[src/rtl/ifu_prefetch.sv]
// ifu_prefetch: sequential instruction fetch with a DEPTH-entry prefetch queue,
// variable-latency memory side and redirect flush.
module ifu_prefetch #(
    parameter int          DEPTH    = 4,
    parameter logic [31:0] RESET_PC = 32'h0000_3000,
    parameter int          IM_AW    = 8
) (
    input  logic             clk,
    input  logic             rst,
    output logic             im_req,
    output logic [IM_AW-1:0] im_addr,
    input  logic [31:0]      im_rdata,
    input  logic             im_valid,
    input  logic             redirect,
    input  logic [31:0]      redirect_pc,
    output logic             inst_valid,
    output logic [31:0]      inst,
    output logic [31:0]      inst_pc,
    input  logic             inst_ready
);
    localparam int PW = $clog2(DEPTH);
    localparam logic [PW:0] FULL = (PW+1)'(DEPTH);

    typedef enum logic [1:0] {IDLE, WAIT, DROP} state_t;

    state_t           state, state_nxt;
    logic [31:0]      fetch_pc, fetch_pc_nxt;
    logic [PW:0]      count, count_pop, count_nxt;
    logic [PW-1:0]    rd_ptr, wr_ptr, rd_nxt;
    logic [31:0]      q_inst [DEPTH];
    logic [31:0]      q_pc   [DEPTH];
    logic [IM_AW-1:0] req_addr, cur_addr;
    logic [31:0]      head_inst_nxt, head_pc_nxt;
    logic             push, pop;

    assign cur_addr   = IM_AW'((fetch_pc - RESET_PC) >> 2);
    assign inst_valid = count != '0;
    assign im_addr    = im_req ? cur_addr : req_addr;

    always_comb begin
        push         = (state == WAIT) && im_valid && !redirect;
        pop          = inst_valid && inst_ready && !redirect;
        im_req       = rst && (state == IDLE) && (count < FULL) && !redirect;
        count_pop    = count - (PW+1)'(pop);
        count_nxt    = redirect ? '0 : count_pop + (PW+1)'(push);
        rd_nxt       = rd_ptr + PW'(pop);
        fetch_pc_nxt = redirect ? (redirect_pc & ~32'h3) : push ? fetch_pc + 32'd4 : fetch_pc;
        state_nxt    = state;
        case (state)
            IDLE:    state_nxt = im_req ? WAIT : IDLE;
            WAIT:    state_nxt = im_valid ? IDLE : redirect ? DROP : WAIT;
            DROP:    state_nxt = im_valid ? IDLE : DROP;
            default: state_nxt = IDLE;
        endcase
    end

    // Head registers only move when the queue stays non-empty, so they hold while empty.
    always_comb begin
        head_inst_nxt = inst;
        head_pc_nxt   = inst_pc;
        if (!redirect && count_nxt != '0) begin
            head_inst_nxt = (count_pop == '0) ? im_rdata : q_inst[rd_nxt];
            head_pc_nxt   = (count_pop == '0) ? fetch_pc : q_pc[rd_nxt];
        end
    end

    always_ff @(posedge clk) begin
        if (!rst) begin
            state    <= IDLE;
            fetch_pc <= RESET_PC;
            count    <= '0;
            rd_ptr   <= '0;
            wr_ptr   <= '0;
            req_addr <= '0;
            inst     <= '0;
            inst_pc  <= '0;
        end else begin
            state    <= state_nxt;
            fetch_pc <= fetch_pc_nxt;
            count    <= count_nxt;
            rd_ptr   <= redirect ? '0 : rd_nxt;
            wr_ptr   <= redirect ? '0 : wr_ptr + PW'(push);
            req_addr <= im_req ? cur_addr : req_addr;
            inst     <= head_inst_nxt;
            inst_pc  <= head_pc_nxt;
        end
    end

    always_ff @(posedge clk) begin
        if (rst && push) begin
            q_inst[wr_ptr] <= im_rdata;
            q_pc[wr_ptr]   <= fetch_pc;
        end
    end
endmodule

[config.mk]
export PLATFORM = sky130hd
export DESIGN_NAME = ifu_prefetch
export DESIGN_NICKNAME = d
export VERILOG_FILES = /design/src/rtl/ifu_prefetch.sv
export SDC_FILE = /design/constraint.sdc
export NUM_CORES = 1
export LEC_CHECK = 0
export CAP_MARGIN = 20
export CORE_AREA = 2 2 161 163
export DETAILED_ROUTE_END_ITERATION = 10
export DIE_AREA = 0 0 163 165
export PLACE_DENSITY = 0.81
export SYNTH_ARGS = -nofsm -noshare
export SYNTH_HDL_FRONTEND = slang
export SYNTH_SLANG_ARGS = --single-unit
[constraint.sdc]
create_clock -name clk -period 12.2 [get_ports clk]
set_clock_uncertainty 0.2 [all_clocks]
set_input_delay 1.83 -clock clk [delete_from_list [all_inputs] [get_ports clk]]
set_output_delay 1.83 -clock clk [all_outputs]
set_load 0.02 [all_outputs]
==> reports/summary.md, run 1 <==
Summed over all instances, the cell type with the most area after synthesis is sky130_fd_sc_hd__edfxtp_1. In this run the worst setup path terminates at im_addr[7]. For this design, the sink count on the clock tree is 357. The logs give 8434 for the via count of the first global-routing pass and 0.751 for the routability-driven placement congestion ratio.

The power density normalized to cell area came out at 152 nW/um2. For this run, the leading register cell type out of synthesis is sky130_fd_sc_hd__edfxtp_1. Quantity of I/O buffers inserted on ports: 138. Across the VDD grid, the largest voltage drop is 0.000116 V.

The width of the chip was 163 um. The global-route congestion overflow total is 0, and the number of design-rule violations left by the first detailed-router iteration is 520. The top achievable clock speed came out at 0.146 GHz.

After detailed routing, the average wire length per cell comes to 21.0 um. The number of hold violations in the final report was 0; the wire length after detailed routing was 29.3 mm. The slowest cell on the critical path was sky130_fd_sc_hd__or4_1. In the post-synthesis netlist, the biggest area contributors are sky130_fd_sc_hd__edfxtp_1, sky130_fd_sc_hd__dfxtp_1, sky130_fd_sc_hd__mux4_2.

On the worst path, the slowest cell contributes a delay of 0.78 ns. For this design the static power due to leakage is 5.49 nW. For the antenna diode instance count, the log shows 0. The area enclosed by the die boundary is 26900 um2, and the number of buffers and inverters on the critical path is 2. The tools report the portion of the post-synthesis area used by sequential elements as 0.683. The library cell used most frequently in the layout, excluding fill and tap cells, is sky130_fd_sc_hd__edfxtp_1.

The cell sitting at the root of the clock tree is a sky130_fd_sc_hd__clkbuf_16. The worst max-slew margin expressed relative to the limit is 0.261. The number of enable-type register cells in the synthesized netlist was 248.

Count of max-cap constraint violations: 0. The Yosys warning count is 0. Count of pins over their slew limit: 0. Number of clock buffers inserted by TritonCTS: 36.

The die height was 165 um. Summed over all failing endpoints, the final setup total negative slack is 0 ns. The run finished with clean final reports. For the count of buffers added by post-CTS timing repair for setup, the log shows 0.

The number of nets with antenna violations after detailed routing is 0. The via density per instance is 5.94, and the share of async-settable or async-resettable flops after synthesis is 0. The count of mapped cells out of synthesis is 912, and the clock latency at the later pin of the worst-skew pair is 0.52 ns. The area share of the largest cell type after synthesis works out to 0.529.

The number of detailed-route iterations in the first pass is 5. The clock transition at the registers of the reported paths is 0.06 ns. Setup repair after global routing left no endpoint under its margin.

Arrival time at the worst endpoint: 4.82 ns. The effective utilization at floorplan was 0.563. Walking the worst path, the cells encountered are buf_4 -> nand2b_1 -> or4_1 -> mux2_2 -> clkdlybuf4s50_1. The data required time at the worst endpoint is 10.17 ns, and the signed area change from the synthesized netlist to the final layout is 20.8%.

The wire-length estimate of the detail-placed layout is 16.8 mm. The tools report the reg-to-reg critical path endpoint as inst[0]. The worst setup path is captured at an output pin. The number of core rows is 58, and the net count of the finished layout is 1115. The tools report the global-route usage over all layers as 0.226. In this design, the largest share of critical-path delay is due to buffers and inverters.

The H-tree was split into 2 levels. By startpoint and endpoint, the worst setup path is classified as input pin to output pin. The number of antenna violations at the first check in global routing is 0, and the number of flip-flops and latches in the synthesized netlist is 357.

The number of cells on the critical path was 5. The worst hold-check path type is register to register. The logs give 52 for the unique cell type count in the Yosys netlist and 14100 um2 for the post-synthesis instance area. TritonCTS built the clock tree. The worst register-to-register path has a depth of 9.

The logs give 8298 for the via count of the routed design and 3 for the number of buffers between clock root and the deepest sink. The worst setup path is launched from an input pin. The start point of the critical path was rst.

A synthesized cell averages 15.5 um2. The ratio of cells with drive above 1 in the final layout was 0.141; the slack of the worst reg-to-reg path was 7.75 ns. Entering global routing, the biggest net connects 105 pins.

DRC violation count after routing: 0. The count of final setup violators is 0. The slew at the pin with the worst max-slew slack works out to 1.10 ns. The library cells used most frequently in the layout, excluding fill and tap cells, are sky130_fd_sc_hd__edfxtp_1, sky130_fd_sc_hd__clkdlybuf4s50_1, sky130_fd_sc_hd__dfxtp_1. In this run, post-CTS repair resized a total of 0 instances. The total design power is 2.58 mW, and the highest fanout seen on the critical path is 104.

The number of fill cells in the layout was 1732. The worst register-to-register path begins at state[0]. The final critical-path share of the clock period is 0.561. Wire length of the first global-routing pass: 46.4 mm.

The worst path in the final design needs a cycle of 6.85 ns, including I/O delays and setup. The tools report the count of hold-fix buffers inserted at cts as 0. Pin placement for this block handled 143 I/O pins. The region available for standard cell placement spans 25000 um2.
[kinds of logic after synthesis]
group	share of synthesized area
other cells	0.000266
xor+xnor	0.00844
buf+inv	0.0209
flops	0.683
mux	0.150
compound gates	0.0746
simple gates	0.0567
fa+ha+maj	0.00622
[sequential cells by signal (all words and copies together), names as in the netlist]
name      flops
q_inst      128
q_pc        120
inst         32
fetch_pc     30
inst_pc      30
req_addr      8
count         3
rd_ptr        2
state         2
wr_ptr        2
[where the power goes]
part           leakage [nW]  internal (mW)  switching, mW
registers              3.14           1.32         0.0239
logic                  1.77         0.0659         0.0730
clock network         0.580          0.665          0.442
total                  5.49           2.05          0.539
[area by class of cell]
type | instances | area [um2] | area share
Clock buffer | 50 | 1000 | 0.0590
Timing Repair Buffer | 150 | 1490 | 0.0875
Inverter | 11 | 41.3 | 0.00243
Multi-Input combinational cell | 483 | 4250 | 0.250
Sequential cell | 357 | 9630 | 0.566
Tap cell | 330 | 413 | 0.0243
Clock inverter | 16 | 194 | 0.0114
[metal layers]
layer	GRT usage	wire length [um]
met3	0.0427	1920
met4	0.0756	835
met5	0	0
met2	0.372	14300
met1	0.308	12300
[cells in the mapped netlist, drive strengths merged (4+ instances only)]
cell type / count
nand4: 13
edfxtp: 248
o31ai: 5
nor2b: 4
and4: 8
a211oi: 5
nor2: 14
nor4: 8
dfxtp: 109
mux2i: 62
nand2b: 5
clkbuf: 45
nand3: 13
or4: 8
nor3: 15
mux4: 62
and3: 6
inv: 11
and2: 13
xnor2: 8
o211a: 4
o21ai: 87
ha: 7
a21oi: 69
nand2: 24
mux2: 8
buf: 17
a31oi: 7
[how the worst min path moves through the flow]
stage / slack (ns) / start / to / cells after the start
final: 0.33 / state[1] / state[0] / 1
after global routing: 0.38 / inst_pc[14] / inst_pc[14] / 2
after CTS: 0.32 / state[1] / state[0] / 1
after detailed placement: 0.30 / state[1] / state[0] / 1
after global placement: 0.29 / state[1] / state[0] / 1
after floorplan: 0.25 / state[1] / state[0] / 1
[stage by stage]
| stage | std cells | hold WS [ns] | utilization | worst slack, ns | instance area [um2] |
|---|---|---|---|---|---|
| after CTS | 1396 | 0.323 | 0.679 | 5.36 | 17000 |
| after floorplan | 913 | 0.255 | - | 3.09 | 14100 |
| after detailed placement | 1330 | 0.302 | 0.631 | 5.33 | 15800 |
| final | 1397 | 0.335 | 0.680 | 5.35 | 17000 |
| after global routing | 1397 | 0.380 | 0.680 | 5.21 | 17000 |
| after global placement | 1330 | 0.292 | 0.631 | 5.43 | 15800 |
Power figures use the tool's default switching activity.
==> run 2: changes to the inputs <==
Settings changed: CORE_AREA 2 2 161 163 to 2 2 170 172, DIE_AREA 0 0 163 165 to 0 0 172 174, PLACE_DENSITY 0.81 to 0.77.
Clock period 12.2 ns to 5.8 ns, I/O delays scaled along.
==> run 2 against run 1 <==
Against the previous run: worst hold slack got worse by 0.016 ns; critical path type unchanged; critical path depth unchanged; sequential share of layout area fell by 0.69 points; final area up 1.2%; setup slack worse by 4.0 ns; first-iteration DRC count is 25% higher; clock power grew 120%; combinational power is 110% higher; count of clock-buffer cells in the layout decreased by 1; die area grew 11%; final cell count grew 4.6%; critical endpoint is now im_addr[5].
==> reports/summary.md, run 2 (synthesis results as in run 1) <==
The flow ran to the end, and the final reports show no timing, DRC or antenna violations. For the least setup slack across all paths after layout, the log shows 1.36 ns (-3.99 ns). For the finished layout, the period the worst path requires is 4.44 ns.

Traced cell by cell, the critical path runs through clkdlybuf4s50_1 -> nand2b_1 -> or4_1 -> mux2_2 -> clkdlybuf4s50_1. The slew at the pin with the worst max-slew slack is 1.02 ns (-0.0775 ns). The switching share of power came out at 0.207 (-0.00131).

The tools report the launching element type of the critical path as an input pin. The global-route usage over all layers is 0.203 (-0.0238). The cell-internal power was 4.43 mW (+120%).

The logic depth of the worst register-to-register path works out to 9 (unchanged). The via density per instance is 5.70 (-4.1%). The width of the chip was 172 um (+5.5%). The tools report the worst-case hold slack as 0.319 ns (-0.0162 ns). For the net switching power, the log shows 1.16 mW (+110%). The worst setup path is captured at an output pin.

The number of clock buffers inserted by TritonCTS is 37 (+2.8%), and the floorplan core area is 28200 um2 (+13%). The highest fanout seen on the critical path is 9 (-91%). The count of max-cap constraint violations was 0 (unchanged); the count of final setup violators was 0 (unchanged). The post-CTS resize count is 0 (unchanged), and the number of flip-flops under the largest register name is 128 (unchanged).

The number of design-rule violations left by the first detailed-router iteration came out at 651 (+25%). The logic gate share of total power was 0.053 (about the same). Worst setup path category: input pin to output pin. The number of antenna violations at the first check in global routing was 0 (unchanged); the number of core rows was 62 (+6.9%). The deepest level of the CTS H-tree was 2 (unchanged); the detailed-placement wirelength estimate was 17.1 mm (+2.3%). The total clock sinks was 357 (unchanged). For the part of the power in the clock network, the log shows 0.444 (+0.016). The effective utilization at floorplan was 0.499 (-0.0638).

In the layout the commonest cells are sky130_fd_sc_hd__edfxtp_1, sky130_fd_sc_hd__clkdlybuf4s50_1, sky130_fd_sc_hd__dfxtp_1. The power density normalized to cell area is 324 nW/um2 (+110%), and the wire length after detailed routing is 29.8 mm (+1.5%). The run gives 4.73 ns (-5.44 ns) as the data required time at the worst endpoint. The register share of total power came out at 0.504 (-0.014).

Compared with the post-synthesis result, the final layout area differs by 22.3%. The cell that appears most often on the critical path is sky130_fd_sc_hd__clkdlybuf4s50_1. The critical path's largest stage delay is 0.76 ns (-0.02 ns). Final critical-path share of the clock period: 0.765. The final cell count without fillers was 1461 (+4.6%). The clock transition at the registers of the reported paths works out to 0.06 ns (about the same). The worst max-slew margin expressed relative to the limit is 0.314 (+0.0521). Setup repair after global routing left no endpoint under its margin. The logs give 29900 um2 (+11%) for the area enclosed by the die boundary and 0.000267 V (+130%) for the worst ir drop on vdd. Number of instances on the worst hold path: 1 (unchanged).

The worst hold-check path type is register to register. The arrival time at the worst endpoint was 3.37 ns (-1.45 ns). The worst-case setup slack after placement came out at 1.33 ns (-4.00 ns).

Cell at the root of the clock tree: sky130_fd_sc_hd__clkbuf_16. TritonCTS built the clock tree. For the global-route congestion overflow total, the log shows 0 (unchanged).

The quantity of I/O buffers inserted on ports came out at 138 (unchanged). The run gives 75 (-29%) as the maximum number of pins on one net before global-route repair. For this design, the slowest cell found on the critical path is sky130_fd_sc_hd__or4_1.

Number of detailed-route iterations in the first pass: 7 (+2). The number of buffers between clock root and the deepest sink came out at 3 (unchanged). The total design power is 5.59 mW (+120%), and the via count of the first global-routing pass is 8511 (+0.91%). Register containing the most flip-flops in the final layout: q_inst.

The top achievable clock speed is 0.225 GHz, and the number of nets with antenna violations after detailed routing is 0 (unchanged). The accumulated negative setup slack was 0 ns (unchanged); the count of pins over their slew limit was 0 (unchanged). The number of hold violations in the final report is 0 (unchanged). The largest registers in the layout are q_inst x128, q_pc x120, inst x32.

The cell leakage power was 5.57 nW (+1.5%); the clock latency at the later pin of the worst-skew pair was 0.52 ns (about the same). The run gives 0 (unchanged) as the count of hold-fix buffers inserted at cts. The average wire per cell in the routed design was 20.4 um (-2.9%); the ratio of cells with drive above 1 in the final layout was 0.149 (+0.00812).

Leaving out fill and tap cells, the most frequent cell in the layout is sky130_fd_sc_hd__edfxtp_1. The net count of the finished layout is 1123 (+0.72%). The via count of the routed design was 8323 (+0.30%).

The DRC violation count after routing is 0 (unchanged). The number of cells after detailed placement is 1392 (+4.7%), and the die height is 174 um (+5.5%). The routability-driven placement congestion ratio was 0.760 (+1.2%). The wire length of the first global-routing pass was 46.8 mm (+0.86%). The count of buffers added by post-CTS timing repair for setup is 0 (unchanged), and the I/O pin count is 143 (unchanged).
[run 2: path summary, 6_finish.rpt]
check	from	end	slack [ns]
hold reg to reg	state[1]	state[0]	0.32
setup reg to reg	count[2]	inst_pc[5]	2.37
hold / removal	state[1]	state[0]	0.32
setup / recovery	redirect	im_addr[5]	1.36
[run 2: final cells by class]
type | count | area, um2
Fill cell | 2157 | 11000
Sequential cell | 357 | 9630
Multi-Input combinational cell | 483 | 4260
Timing Repair Buffer | 157 | 1530
Clock buffer | 49 | 1030
Tap cell | 384 | 480
Clock inverter | 19 | 251
Inverter | 11 | 41.3
Antenna cell | 1 | 2.50
[run 2: critical path, delay by kind of cell]
kind	cells	cell delay, ns
buf+inv	2	1.03
simple gates	2	1.13
mux	1	0.33
[run 2: stage by stage]
| stage | util | instance area [um2] |
|---|---|---|
| final | 0.610 | 17200 |
| after detailed placement | 0.565 | 15900 |
| after global routing | 0.610 | 17200 |
| after floorplan | - | 14100 |
| after CTS | 0.610 | 17200 |
| after global placement | 0.565 | 15900 |
[run 2: metal layers]
layer  GRT usage  up-vias  share of wire
met5           0        -              0
met3      0.0414       50          0.057
met4      0.0553        0          0.020
met1       0.274     4179           0.43
li1            -     3858              -
met2       0.335      236           0.49
[run 2: power groups by stage]
stage	combinational [mW]	clock, mW	sequential (mW)
3_3_place_gp	0.290	0	2.87
2_1_floorplan	0.132	0	2.88
3_5_place_dp	0.295	0	2.87
5_1_grt	0.319	2.62	2.82
4_1_cts	0.297	2.53	2.82
6_report	0.295	2.48	2.82
==> run 3: changes to the inputs <==
Clock period 5.8 ns to 4 ns, I/O delays scaled along.
==> run 3 against run 2 <==
Against the previous run: final area is 0.44% higher; worst hold slack better by 0.012 ns; flip-flop and latch count stayed put; die area stayed put; setup slack worse by 1.1 ns; utilization is 0.27 points higher; critical path depth stayed put; largest power group unchanged; clock power is 28% higher; wire length hardly changed.
==> reports/summary.md, run 3 (synthesis results as in run 1) <==
The maximum number of pins on one net before global-route repair is 104 (+39%), and the number of buffers between clock root and the deepest sink is 3 (unchanged). The slew at the pin with the worst max-slew slack is 0.953 ns (-0.0673 ns), and the DRC violation count after routing is 0 (unchanged). The ratio of cells with drive above 1 in the final layout is 0.150 (+0.00153), and the routability-driven placement congestion ratio is 0.777 (+2.2%). The number of nets with antenna violations after detailed routing is 0 (unchanged), and the number of core rows is 62 (unchanged). Derived from the worst setup path, the maximum achievable clock frequency is 0.269 GHz.

For the count of hold-fix buffers inserted at cts, the log shows 0 (unchanged). The worst setup path category was input pin to output pin. The worst hold path belongs to the class register to register.

The cell at the root of the clock tree was sky130_fd_sc_hd__clkbuf_16. The wire length of the first global-routing pass is 46.0 mm (-1.6%). The startpoint identified for the worst register-to-register timing path is count[2].

The largest registers in the layout are q_inst x128, q_pc x120, inst x32. The worst ir drop on vdd was 0.000299 V (+12%); the effective utilization at floorplan was 0.499 (unchanged). Post-CTS resize count: 0 (unchanged). The I/O pin count was 143 (unchanged); the number of instances on the worst hold path was 1 (unchanged).

For the count of final setup violators, the log shows 0 (unchanged). Setup repair after global routing left no endpoint under its margin. The count of buffers added by post-CTS timing repair for setup came out at 0 (unchanged). The number of hold violations in the final report was 0 (unchanged).

The power density normalized to cell area is 445 nW/um2 (+37%). The via count of the first global-routing pass came out at 8336 (-2.1%). The launching element type of the critical path was an input pin. The flow ran to the end, and the final reports show no timing, DRC or antenna violations. The width of the chip was 172 um (unchanged); the antenna diode instance count was 0 (-1). TritonCTS built the clock tree. The total design power is 7.71 mW (+38%), and the highest fanout seen on the critical path is 9 (unchanged). The library cells used most frequently in the layout, excluding fill and tap cells, are sky130_fd_sc_hd__edfxtp_1, sky130_fd_sc_hd__clkdlybuf4s50_1, sky130_fd_sc_hd__dfxtp_1.

More flip-flops sit in one register than any other, and that register is q_inst. Clock latency at the later pin of the worst-skew pair: 0.51 ns (about the same). The kind of end point of the critical path was an output pin. For the instance area at placement, the log shows 16200 um2 (+1.5%). The logic depth of the worst register-to-register path is 11 (+2), and the average wire per cell in the routed design is 20.3 um (-0.60%). The global-route usage over all layers was 0.200 (-0.00237).

Commonest non-fill, non-tap cell in the layout: sky130_fd_sc_hd__edfxtp_1. The arrival time at the worst endpoint came out at 2.91 ns (-0.46 ns). The number of antenna violations at the first check in global routing is 0 (unchanged), and the number of design-rule violations left by the first detailed-router iteration is 572 (-12%). Number of clock buffers inserted by TritonCTS: 37 (unchanged). Quantity of I/O buffers inserted on ports: 138 (unchanged).

The logs give 5 (-2) for the number of detailed-route iterations in the first pass and 18.1 mm (+5.8%) for the detailed-placement wirelength estimate. The via count of the routed design came out at 8333 (+0.12%). Signed area change from the synthesized netlist to the final layout: 22.8%. The via density per instance was 5.67 (-0.43%); the floorplan core area was 28200 um2 (unchanged). The worst max-slew margin expressed relative to the limit was 0.365 (+0.0512); the clock transition at the registers of the reported paths was 0.06 ns (about the same). The number of flip-flops under the largest register name was 128 (unchanged). The data required time at the worst endpoint was 3.20 ns (-1.53 ns). The deepest level of the CTS H-tree was 2 (unchanged). The hold path startpoint was state[1]. The area enclosed by the die boundary was 29900 um2 (unchanged); the number of fill cells in the layout was 2167 (+0.46%). The global-route congestion overflow total is 0 (unchanged). The tools report the reg-to-reg critical path endpoint as inst[26].

The count of pins over their slew limit was 0 (unchanged); the total clock sinks was 357 (unchanged). Wire length after detailed routing: 29.8 mm (about the same). The net count of the finished layout was 1136 (+1.2%). Final critical-path share of the clock period: 0.928. The area of all placed cells without fillers was 17300 um2 (+0.44%).

The shortest clock period the worst path allows after layout is 3.71 ns. Slack of the worst reg-to-reg path: 0.70 ns (-1.67 ns). The path with the worst hold slack has its endpoint at state[0]. The tools report the cell leakage power as 5.59 nW (+0.42%). The die height was 174 um (unchanged).

For the count of max-cap constraint violations, the log shows 0 (unchanged).
==> run 3: layout make-up <==
cell class | instances | area (um2) | area share
Multi-Input combinational cell | 483 | 4260 | 0.246
Clock inverter | 14 | 113 | 0.00651
Clock buffer | 50 | 1000 | 0.0580
Timing Repair Buffer | 170 | 1780 | 0.103
Inverter | 11 | 41.3 | 0.00239
Sequential cell | 357 | 9630 | 0.556
Tap cell | 384 | 480 | 0.0278
==> run 3: worst max-delay path by stage <==
stage / from / endpoint / slack, ns / depth (start not counted)
after CTS: redirect / im_addr[3] / 0.27 / 5
final: redirect / im_addr[1] / 0.29 / 5
after global routing: redirect / im_addr[4] / 0.21 / 5
after floorplan: im_valid / q_inst[2][0] / -0.71 / 6
after detailed placement: redirect / inst[26] / 0.20 / 12
after global placement: redirect / im_addr[3] / 0.28 / 5
==> run 3: worst max-delay path: stages <==
cell                              delay, ns
sky130_fd_sc_hd__clkdlybuf4s50_1       0.51
sky130_fd_sc_hd__nand2b_1              0.21
sky130_fd_sc_hd__or4_1                 0.64
sky130_fd_sc_hd__mux2_2                0.33
sky130_fd_sc_hd__clkdlybuf4s50_1       0.60
==> run 3: routing by layer <==
layer	part of all wire	routed length [um]	global-route usage
met5	0	0	0
met4	0.024	708	0.0641
met3	0.062	1840	0.0414
met2	0.49	14400	0.323
met1	0.43	12800	0.274
==> run 3: through the flow <==
stage | setup slack (ns) | utilization | cells | hold WS (ns) | setup TNS (ns)
after floorplan | -0.710 | - | 913 | 0.255 | -88.07
after global placement | 0.282 | 0.573 | 1404 | 0.290 | 0
after detailed placement | 0.201 | 0.573 | 1404 | 0.306 | 0
after CTS | 0.270 | 0.613 | 1468 | 0.331 | 0
after global routing | 0.208 | 0.613 | 1469 | 0.366 | 0
final | 0.289 | 0.613 | 1469 | 0.330 | 0
==> run 3: power breakdown <==
group / leakage (nW) / internal (mW) / total [mW] / switching (mW)
clock network: 0.550 / 1.88 / 3.18 / 1.30
registers: 3.14 / 4.01 / 4.09 / 0.0742
logic: 1.90 / 0.214 / 0.441 / 0.227
